### src/rtl/conv_4_ctrl.sv
// Sequencer for a 4x4 fp16 convolution engine: kernel fetch, column-strip image streaming, result tagging.
// Optional perf_cycles output is enabled by defining CONV4_CTRL_PERF_EN.
module conv_4_ctrl #(
    parameter int DATA_WIDTH  = 16,
    parameter int KERNEL_SIZE = 4,
    parameter int DIM_W       = 8
) (
    input  logic                              clk,
    input  logic                              rst,
    input  logic                              start,
    input  logic [DIM_W-1:0]                  img_w,
    input  logic [DIM_W-1:0]                  img_h,
    output logic                              busy,
    output logic                              done,
    output logic                              err,
    output logic                              kern_rd_en,
    output logic [1:0]                        kern_row,
    input  logic [KERNEL_SIZE*DATA_WIDTH-1:0] kern_rd_data,
    output logic                              img_rd_en,
    output logic [DIM_W-1:0]                  img_row,
    output logic [DIM_W-1:0]                  img_col,
    input  logic [KERNEL_SIZE*DATA_WIDTH-1:0] img_rd_data,
    output logic [KERNEL_SIZE*DATA_WIDTH-1:0] conv_data,
    output logic                              conv_kernel_load,
    output logic                              conv_valid_in,
    output logic                              conv_valid_out,
    output logic                              res_valid,
    output logic [DIM_W-1:0]                  res_row,
    output logic [DIM_W-1:0]                  res_col
`ifdef CONV4_CTRL_PERF_EN
    ,
    output logic [31:0]                       perf_cycles
`endif
);

    typedef enum logic [1:0] {S_IDLE, S_KLOAD, S_STREAM, S_DRAIN} state_t;

    state_t           r_state;
    state_t           w_state_next;
    logic [DIM_W-1:0] r_w, r_h, r_row, r_col;
    logic [1:0]       r_kcnt, r_dcnt;
    logic             r_done, r_err;
    logic             r_beat_valid, r_beat_kern, r_beat_flush;
    logic [DIM_W-1:0] r_beat_k, r_beat_col;
    logic             r_vo;
    logic [DIM_W-1:0] r_vo_row, r_vo_col;
    logic             r_res_valid;
    logic [DIM_W-1:0] r_res_row, r_res_col;

    logic w_dims_ok, w_strip_end, w_last_slot, w_img_rd, w_reject;

    assign w_dims_ok   = (img_w >= DIM_W'(4)) && (img_h >= DIM_W'(4));
    assign w_reject    = (r_state == S_IDLE) && start && !w_dims_ok;
    // Slot r_row == r_h is the flush slot closing each strip.
    assign w_strip_end = (r_row == r_h);
    assign w_last_slot = w_strip_end && (r_col == (r_w - DIM_W'(4)));
    assign w_img_rd    = (r_state == S_STREAM) && !w_strip_end;

    always_ff @(posedge clk or posedge rst) begin
        if (rst) r_state <= S_IDLE;
        else     r_state <= w_state_next;
    end

    always_comb begin
        w_state_next = r_state;
        case (r_state)
            S_IDLE:   if (start && w_dims_ok) w_state_next = S_KLOAD;
            S_KLOAD:  if (r_kcnt == 2'd3)     w_state_next = S_STREAM;
            S_STREAM: if (w_last_slot)        w_state_next = S_DRAIN;
            S_DRAIN:  if (r_dcnt == 2'd3)     w_state_next = S_IDLE;
            default:                          w_state_next = S_IDLE;
        endcase
    end

    always_ff @(posedge clk or posedge rst) begin
        if (rst) begin
            r_w          <= '0;
            r_h          <= '0;
            r_row        <= '0;
            r_col        <= '0;
            r_kcnt       <= '0;
            r_dcnt       <= '0;
            r_done       <= 1'b0;
            r_err        <= 1'b0;
            r_beat_valid <= 1'b0;
            r_beat_kern  <= 1'b0;
            r_beat_flush <= 1'b0;
            r_beat_k     <= '0;
            r_beat_col   <= '0;
            r_vo         <= 1'b0;
            r_vo_row     <= '0;
            r_vo_col     <= '0;
            r_res_valid  <= 1'b0;
            r_res_row    <= '0;
            r_res_col    <= '0;
        end else begin
            if (r_state == S_IDLE && start) begin
                r_w <= img_w;
                r_h <= img_h;
            end
            r_kcnt <= (r_state == S_KLOAD) ? r_kcnt + 2'd1 : 2'd0;
            r_dcnt <= (r_state == S_DRAIN) ? r_dcnt + 2'd1 : 2'd0;
            if (r_state == S_STREAM) begin
                if (w_strip_end) begin
                    r_row <= '0;
                    r_col <= w_last_slot ? '0 : r_col + DIM_W'(1);
                end else begin
                    r_row <= r_row + DIM_W'(1);
                end
            end
            r_done <= w_reject || (r_state == S_DRAIN && r_dcnt == 2'd3);
            r_err  <= w_reject;

            // Beat stage: tag travels one cycle behind its issue slot, alongside the read data.
            r_beat_valid <= (r_state == S_KLOAD) || (r_state == S_STREAM);
            r_beat_kern  <= (r_state == S_KLOAD);
            r_beat_flush <= (r_state == S_STREAM) && w_strip_end;
            r_beat_k     <= r_row;
            r_beat_col   <= r_col;

            // The engine completes a window once four rows have been shifted in.
            r_vo     <= r_beat_valid && !r_beat_kern && (r_beat_k >= DIM_W'(4));
            r_vo_row <= r_beat_k - DIM_W'(4);
            r_vo_col <= r_beat_col;

            r_res_valid <= r_vo;
            if (r_vo) begin
                r_res_row <= r_vo_row;
                r_res_col <= r_vo_col;
            end
        end
    end

    always_comb begin
        conv_data = '0;
        if (r_beat_valid && !r_beat_flush)
            conv_data = r_beat_kern ? kern_rd_data : img_rd_data;
    end

    assign busy             = (r_state != S_IDLE);
    assign done             = r_done;
    assign err              = r_err;
    assign kern_rd_en       = (r_state == S_KLOAD);
    assign kern_row         = r_kcnt;
    assign img_rd_en        = w_img_rd;
    assign img_row          = w_img_rd ? r_row : '0;
    assign img_col          = w_img_rd ? r_col : '0;
    assign conv_valid_in    = r_beat_valid;
    assign conv_kernel_load = r_beat_valid && r_beat_kern;
    assign conv_valid_out   = r_vo;
    assign res_valid        = r_res_valid;
    assign res_row          = r_res_row;
    assign res_col          = r_res_col;

`ifdef CONV4_CTRL_PERF_EN
    logic [31:0] r_perf;
    always_ff @(posedge clk or posedge rst) begin
        if (rst)                           r_perf <= '0;
        else if (r_state == S_IDLE && start) r_perf <= '0;
        else if (busy)                     r_perf <= r_perf + 32'd1;
    end
    assign perf_cycles = r_perf;
`endif

endmodule

### config.mk
export PLATFORM = sky130hd
export DESIGN_NAME = conv_4_ctrl
export DESIGN_NICKNAME = d
export VERILOG_FILES = /design/src/rtl/conv_4_ctrl.sv
export SDC_FILE = /design/constraint.sdc
export NUM_CORES = 1
export LEC_CHECK = 0
export ABC_AREA = 1
export CAP_MARGIN = 5
export CORE_MARGIN = 2
export CORE_UTILIZATION = 43
export DETAILED_ROUTE_END_ITERATION = 7
export HOLD_SLACK_MARGIN = 0.05
export PLACE_DENSITY = 0.86
export SKIP_LAST_GASP = 1
export SYNTH_ARGS = -nofsm -noshare
export SYNTH_HDL_FRONTEND = slang
export SYNTH_SLANG_ARGS = --single-unit
### constraint.sdc
create_clock -name clk -period 6 [get_ports clk]
set_input_delay 1.5 -clock clk [delete_from_list [all_inputs] [get_ports clk]]
set_output_delay 1.5 -clock clk [all_outputs]
set_load 0.03 [all_outputs]
==> impl_metrics.yaml, run 1 <==
status:
  outcome: "completed"
route:
  first_pass_iters: 5
  num_vias: 4901
  drc: 0
  routed.top_layer: "met4"
  wl_um: 15820
  ant_nets: 0
  route.met2.wl_um: 7563
  via_per_inst: 4.848
  wl_met1_um: 6894
  routedWlPerCell_um: 15.65
  drtIter0Drc: 402
  wl_met3_um: 1095
worst_setup_path:
  critPathLaunchType: "input pin"
  cp_cell_sequence: "clkdlybuf4s50_1 > nand2_1 > a21oi_1 > clkdlybuf4s50_1"
  timing.rr.start: "r_state[0]"
  r2r_cells: 7
  required_ns: 4.50
  arrival_ns: 3.11
  cp_max_fo: 1
  max_stage_delay_ns: 0.73
  cpLargestDelayFamily: "buffers and inverters"
  r2r_end: "r_col[2]"
  r2r_setup_slack_ns: 4.05
  end_kind: "output port"
  path_class: "input pin to output port"
  cp_common_cell: "clkdlybuf4s50_1"
  crit_buf_inv: 2
  crit_slowest_cell: "clkdlybuf4s50_1"
timing:
  setup_ws_ns: 1.393
  finalCriticalPeriod_ns: 4.607
  fmax_ghz: 0.2170
  hold_viol_final: 0
  fin_crit_sh: 0.7679
  tightest_slew_ns: 1.173
  maxSlewViolCount: 0
  grt_setup_unrepaired: "no"
  tns_ns: 0
  slew_headroom: 0.2153
  worst_clock_skew_ns: 0.006929
  report.final.setup_viol: 0
synth:
  yosysSeqAreaShare: 0.4746
  synth_area_um2: 4903
  synth_seq_cells: 93
  synthArstFlopShare: 1.000
  synthCells: 625
  avgSynthCellArea_um2: 7.846
  yosysUniqueCellTypes: 27
  synth-edff-count: 0
  synth_ff_type: "dfrtp_1"
  syn_nets: 784
  synth_warnings: 0
finish:
  fin_nets: 1025
  final_cell_mix: "253 x clkdlybuf4s50_1, 209 x nand2_1, 92 x dfrtp_1, 75 x a21oi_1, 58 x inv_1"
  syn2layout_area_growth_pct: 59.66
  n_antenna_cell: 0
  fillers: 855
  layout_commonest_cell: "clkdlybuf4s50_1"
  fin_util: 0.7128
  multi_input_area_um2: 2222
  register_area_um2: 2328
  drive_gt1_frac: 0.06429
clocking:
  numCtsBuffers: 9
  path_clk_slew_ns: 0.06
  clk_path_buf_depth: 2
  postCtsHoldBufs: 0
  cts_tree: "built"
  cts_resized: 0
  insertion_delay_ns: 0.33
  cts-root-buf: "clkbuf_16"
  h-tree-depth: 3
  cts_setup_buffers: 0
  cts.sinks: 93
global_routing:
  grt_pass1_vias: 4618
  grt_pass1_wl_um: 24480
  antenna_found_initial: 0
  track_usage: 0.2542
  overflow: 0
  grt_max_degree: 65
place:
  post-dp-hpwl_um: 12270
  numPortBuffers: 253
  gp_congestion: 0.9626
  dp_slack_ns: 1.383
power_and_ir_drop:
  finalPower_uw: 3607
  ir_drop_mv: 0.2777
  power_density_nw_per_um2: 460.7
  leakagePower_uw: 0.003651
die:
  die_h_um: 110.8
  placementRows: 38
  die_x_um: 110.8
  ios: 254
  core-area_um2: 10980
  start_util: 0.4465
  dieArea_um2: 12270
run:
  cap_viol_max_count: 0
min_path:
  min_from: "r_beat_col[2]"
  min_path_cells: 0
  hold_class: "flop to flop"
  whs_endpoint: "r_vo_col[2]"
## cell usage after synthesis, types with 9 or more instances
master    instances  area share
a21oi_1          75       0.077
clkbuf_1         21       0.016
dfrtp_1          93        0.47
ha_1             12       0.031
inv_1            60       0.046
mux2_2           22       0.051
nand2_1         210        0.16
nand3_1          17       0.017
nor2_1           52       0.040
o21ai_0          10       0.010
xnor2_1           9       0.016
## kinds of logic after synthesis
family          synth area share
buf+inv                  0.07272
simple gates              0.2513
flops                     0.4746
xor+xnor                 0.03037
mux                      0.05052
compound gates           0.08982
fa+ha+maj                0.03062
## through the flow
stage          area [µm²]  cells  hold WS (ns)
5_1_grt              7829   1011        0.3500
3_3_place_gp         7528    995        0.3343
6_report             7829   1011        0.3459
3_5_place_dp         7528    995        0.3355
2_1_floorplan        4903    625        0.3312
4_1_cts              7829   1011        0.3472
## worst reg2reg max path: cells and delay by family (launching register included)
family                   cells  cell delay [ns]
adder cells (fa/ha/maj)      1             0.52
buffers and inverters        3             0.46
flip-flops                   1             0.41
AND/OR/NAND/NOR              3             0.44
## report_power, final
| part | internal (µW) | switching [µW] | total [µW] |
|---|---|---|---|
| clock | 327 | 235 | 562 |
| combinational | 831 | 1260 | 2090 |
| sequential | 803 | 155 | 958 |
## layer usage
metal	vias up	GRT usage
met1	2228	0.3475
met5	-	0
met3	22	0.05249
li1	2453	-
met2	198	0.4164
met4	0	0.06333
## cell type report
| cell class | count | share of cell area |
|---|---|---|
| well taps | 140 | 0.02237 |
| clock buffers | 10 | 0.02925 |
| inverters | 63 | 0.03069 |
| flip-flops and latches | 93 | 0.2974 |
| clock inverters | 6 | 0.009110 |
| multi-input cells | 442 | 0.2838 |
| repair buffers | 257 | 0.3273 |
## state kept, by name (all words and copies together), names as in the netlist, 2 cells and up
signal	cells
kern_row	2
r_beat_col	8
r_beat_k	8
r_col	8
r_dcnt	2
r_h	8
r_row	8
r_state	2
r_vo_col	8
r_vo_row	8
r_w	8
res_col	8
res_row	8
## how the worst max path moves through the flow
stage / from / endpoint / slack (ns) / cells past startpoint
global route: kern_rd_data[3] / conv_data[3] / 1.32 / 4
detailed placement: kern_rd_data[3] / conv_data[3] / 1.38 / 4
finish: kern_rd_data[3] / conv_data[3] / 1.39 / 4
global placement: kern_rd_data[3] / conv_data[3] / 1.36 / 4
CTS: kern_rd_data[3] / conv_data[3] / 1.37 / 4
floorplan: rst / conv_valid_in / 2.08 / 1
No activity file was read; power rests on OpenSTA's default activity.
==> run 2: changes to the inputs <==
--- a/config.mk
+++ b/config.mk
@@ -8,10 +8,10 @@
 export ABC_AREA = 1
 export CAP_MARGIN = 5
 export CORE_MARGIN = 2
-export CORE_UTILIZATION = 43
+export CORE_UTILIZATION = 40
 export DETAILED_ROUTE_END_ITERATION = 7
 export HOLD_SLACK_MARGIN = 0.05
-export PLACE_DENSITY = 0.86
+export PLACE_DENSITY = 0.81
 export SKIP_LAST_GASP = 1
 export SYNTH_ARGS = -nofsm -noshare
 export SYNTH_HDL_FRONTEND = slang
==> constraint.sdc (replaced) <==
create_clock -name clk -period 4.45 [get_ports clk]
set_input_delay 1.1125 -clock clk [delete_from_list [all_inputs] [get_ports clk]]
set_output_delay 1.1125 -clock clk [all_outputs]
set_load 0.03 [all_outputs]
==> run 2 against run 1 <==
Against the previous run: wire length down 3.0%; die area rose by 7.2%; clock skew up 0.0030 ns; final cell count rose by 1.1%; flip-flop and latch count is the same; core utilization shrank 5.6 points; global-route usage fell by 3.1 points; power grew 36%; non-clock buffer count did not move; via count up 0.31%; clock power up 41%; sequential power is 33% higher; critical path type is now flop to output port; highest routed layer unchanged.
==> impl_metrics.yaml, run 2 (same netlist as run 1, synthesis figures left out) <==
min_path:
  whs_endpoint: "r_vo_col[5]"
  min_path_cells: 0
  hold_class: "flop to flop"
  min_from: "r_beat_col[5]"
die:
  core-area_um2: 12010
  start_util: 0.4082
  placementRows: 40
  die_h_um: 114.7
  die_x_um: 114.7
  dieArea_um2: 13160
  ios: 254
route:
  ant_nets: 0
  routedWlPerCell_um: 15.02
  drc: 0
  wl_um: 15350
  drtIter0Drc: 439
  first_pass_iters: 6
  num_vias: 4916
  via_per_inst: 4.810
status:
  outcome: "completed"
worst_setup_path:
  path_class: "flop to output port"
  arrival_ns: 2.70
  r2r_cells: 7
  r2r_end: "r_col[3]"
  cp_max_fo: 17
  r2r_setup_slack_ns: 2.45
  timing.rr.start: "r_state[0]"
  required_ns: 3.34
  end_kind: "output port"
  critPathLaunchType: "flop"
timing:
  finalCriticalPeriod_ns: 3.809
  fin_crit_sh: 0.8560
  maxSlewViolCount: 0
  worst_clock_skew_ns: 0.009948
  grt_setup_unrepaired: "no"
  tns_ns: 0
  hold_viol_final: 0
  slew_headroom: 0.4447
  fmax_ghz: 0.2625
  report.final.setup_viol: 0
  tightest_slew_ns: 0.8310
clocking:
  cts_setup_buffers: 0
  postCtsHoldBufs: 0
  cts_tree: "built"
  cts_resized: 0
  insertion_delay_ns: 0.34
  h-tree-depth: 3
  numCtsBuffers: 9
  cts-root-buf: "clkbuf_16"
  cts.sinks: 93
  path_clk_slew_ns: 0.07
  clk_path_buf_depth: 2
finish:
  final_cell_mix: "253 x clkdlybuf4s50_1, 209 x nand2_1, 92 x dfrtp_1, 75 x a21oi_1, 58 x inv_1"
  fin_nets: 1025
  drive_gt1_frac: 0.06544
  syn2layout_area_growth_pct: 60.96
  layout_commonest_cell: "clkdlybuf4s50_1"
global_routing:
  antenna_found_initial: 2
  grt_pass1_vias: 4300
  grt_max_degree: 66
  overflow: 0
  track_usage: 0.2231
  grt_pass1_wl_um: 22600
place:
  numPortBuffers: 253
  post-dp-hpwl_um: 11730
  gp_congestion: 0.8785
power_and_ir_drop:
  leakagePower_uw: 0.003674
  p_clk_frac: 0.162
  power_density_nw_per_um2: 621.4
  power_frac_seq: 0.258
  finalPower_uw: 4905
  p_comb_frac: 0.580
  netSwitchingFraction: 0.4562
  intPower_uw: 2667
  net-switching-power_uw: 2237
  ir_drop_mv: 0.4529
run:
  cap_viol_max_count: 0
-- run 2: changes by cell type in the layout (fill, tap and decap cells not counted) --
| cell | before | now |
|---|---|---|
| clkinv_8 | 0 | 1 |
| clkinv_4 | 1 | 0 |
| diode_2 | 0 | 4 |
| buf_4 | 4 | 2 |
| clkinv_2 | 2 | 1 |
| clkbuf_1 | 1 | 0 |
| clkinvlp_4 | 1 | 0 |
| buf_12 | 0 | 2 |
| inv_6 | 1 | 3 |
| inv_8 | 1 | 2 |
-- run 2: final cells by class --
type,instances,area (µm²)
antenna,4,10.01
timing repair buffer,257,2587
clock buffer,9,225.2
tap,147,183.9
multi-input combinational,442,2222
inverter,63,240.2
sequential,93,2328
clock inverter,7,95.09
fill,1018,4119
-- run 2: how the worst max path moves through the flow --
| stage | endpoint | slack [ns] | startpoint |
|---|---|---|---|
| detailed placement | conv_data[9] | 0.73 | kern_rd_data[9] |
| finish | img_col[2] | 0.64 | r_state[0] |
| global placement | conv_data[9] | 0.72 | kern_rd_data[9] |
| CTS | img_col[3] | 0.64 | r_state[0] |
| global route | img_col[0] | 0.52 | r_state[0] |
| floorplan | conv_valid_in | 0.92 | rst |
-- run 2: metrics by stage --
| stage | hold WS (ns) | util | instances | setup WS [ns] | cell area, µm² |
|---|---|---|---|---|---|
| floorplan | 0.3312 | - | 625 | 0.9172 | 4903 |
| global placement | 0.3328 | 0.6296 | 1002 | 0.7214 | 7562 |
| finish | 0.3427 | 0.6571 | 1022 | 0.6408 | 7893 |
| global route | 0.3456 | 0.6563 | 1018 | 0.5217 | 7883 |
| CTS | 0.3431 | 0.6563 | 1018 | 0.6447 | 7883 |
| detailed placement | 0.3347 | 0.6296 | 1002 | 0.7263 | 7562 |
-- run 2: critical path, stage by stage, from the launching register on --
cell             delay [ns]
dfrtp_1                0.42
inv_1                  0.12
ha_1                   0.53
nand2_2                0.34
nor2_1                 0.23
clkdlybuf4s50_1        0.71
-- run 2: power by group through the flow --
| stage | Combinational (µW) | Sequential, µW | Clock [µW] |
|---|---|---|---|
| after floorplan | 1680 | 1330 | 0 |
| after global placement | 2800 | 1260 | 0 |
| after detailed placement | 2830 | 1280 | 0 |
| after CTS | 2860 | 1270 | 814 |
| after global routing | 3050 | 1300 | 846 |
| final | 2850 | 1270 | 794 |
-- run 2: layer usage --
| layer | vias to the layer above | part of all wire | track usage | wire [µm] |
|---|---|---|---|---|
| met3 | 14 | 0.088 | 0.05611 | 1351 |
| met5 | - | 0 | 0 | 0 |
| met1 | 2250 | 0.44 | 0.3141 | 6693 |
| met2 | 188 | 0.47 | 0.3467 | 7142 |
| met4 | 0 | 0.011 | 0.05944 | 166 |
| li1 | 2464 | - | - | - |
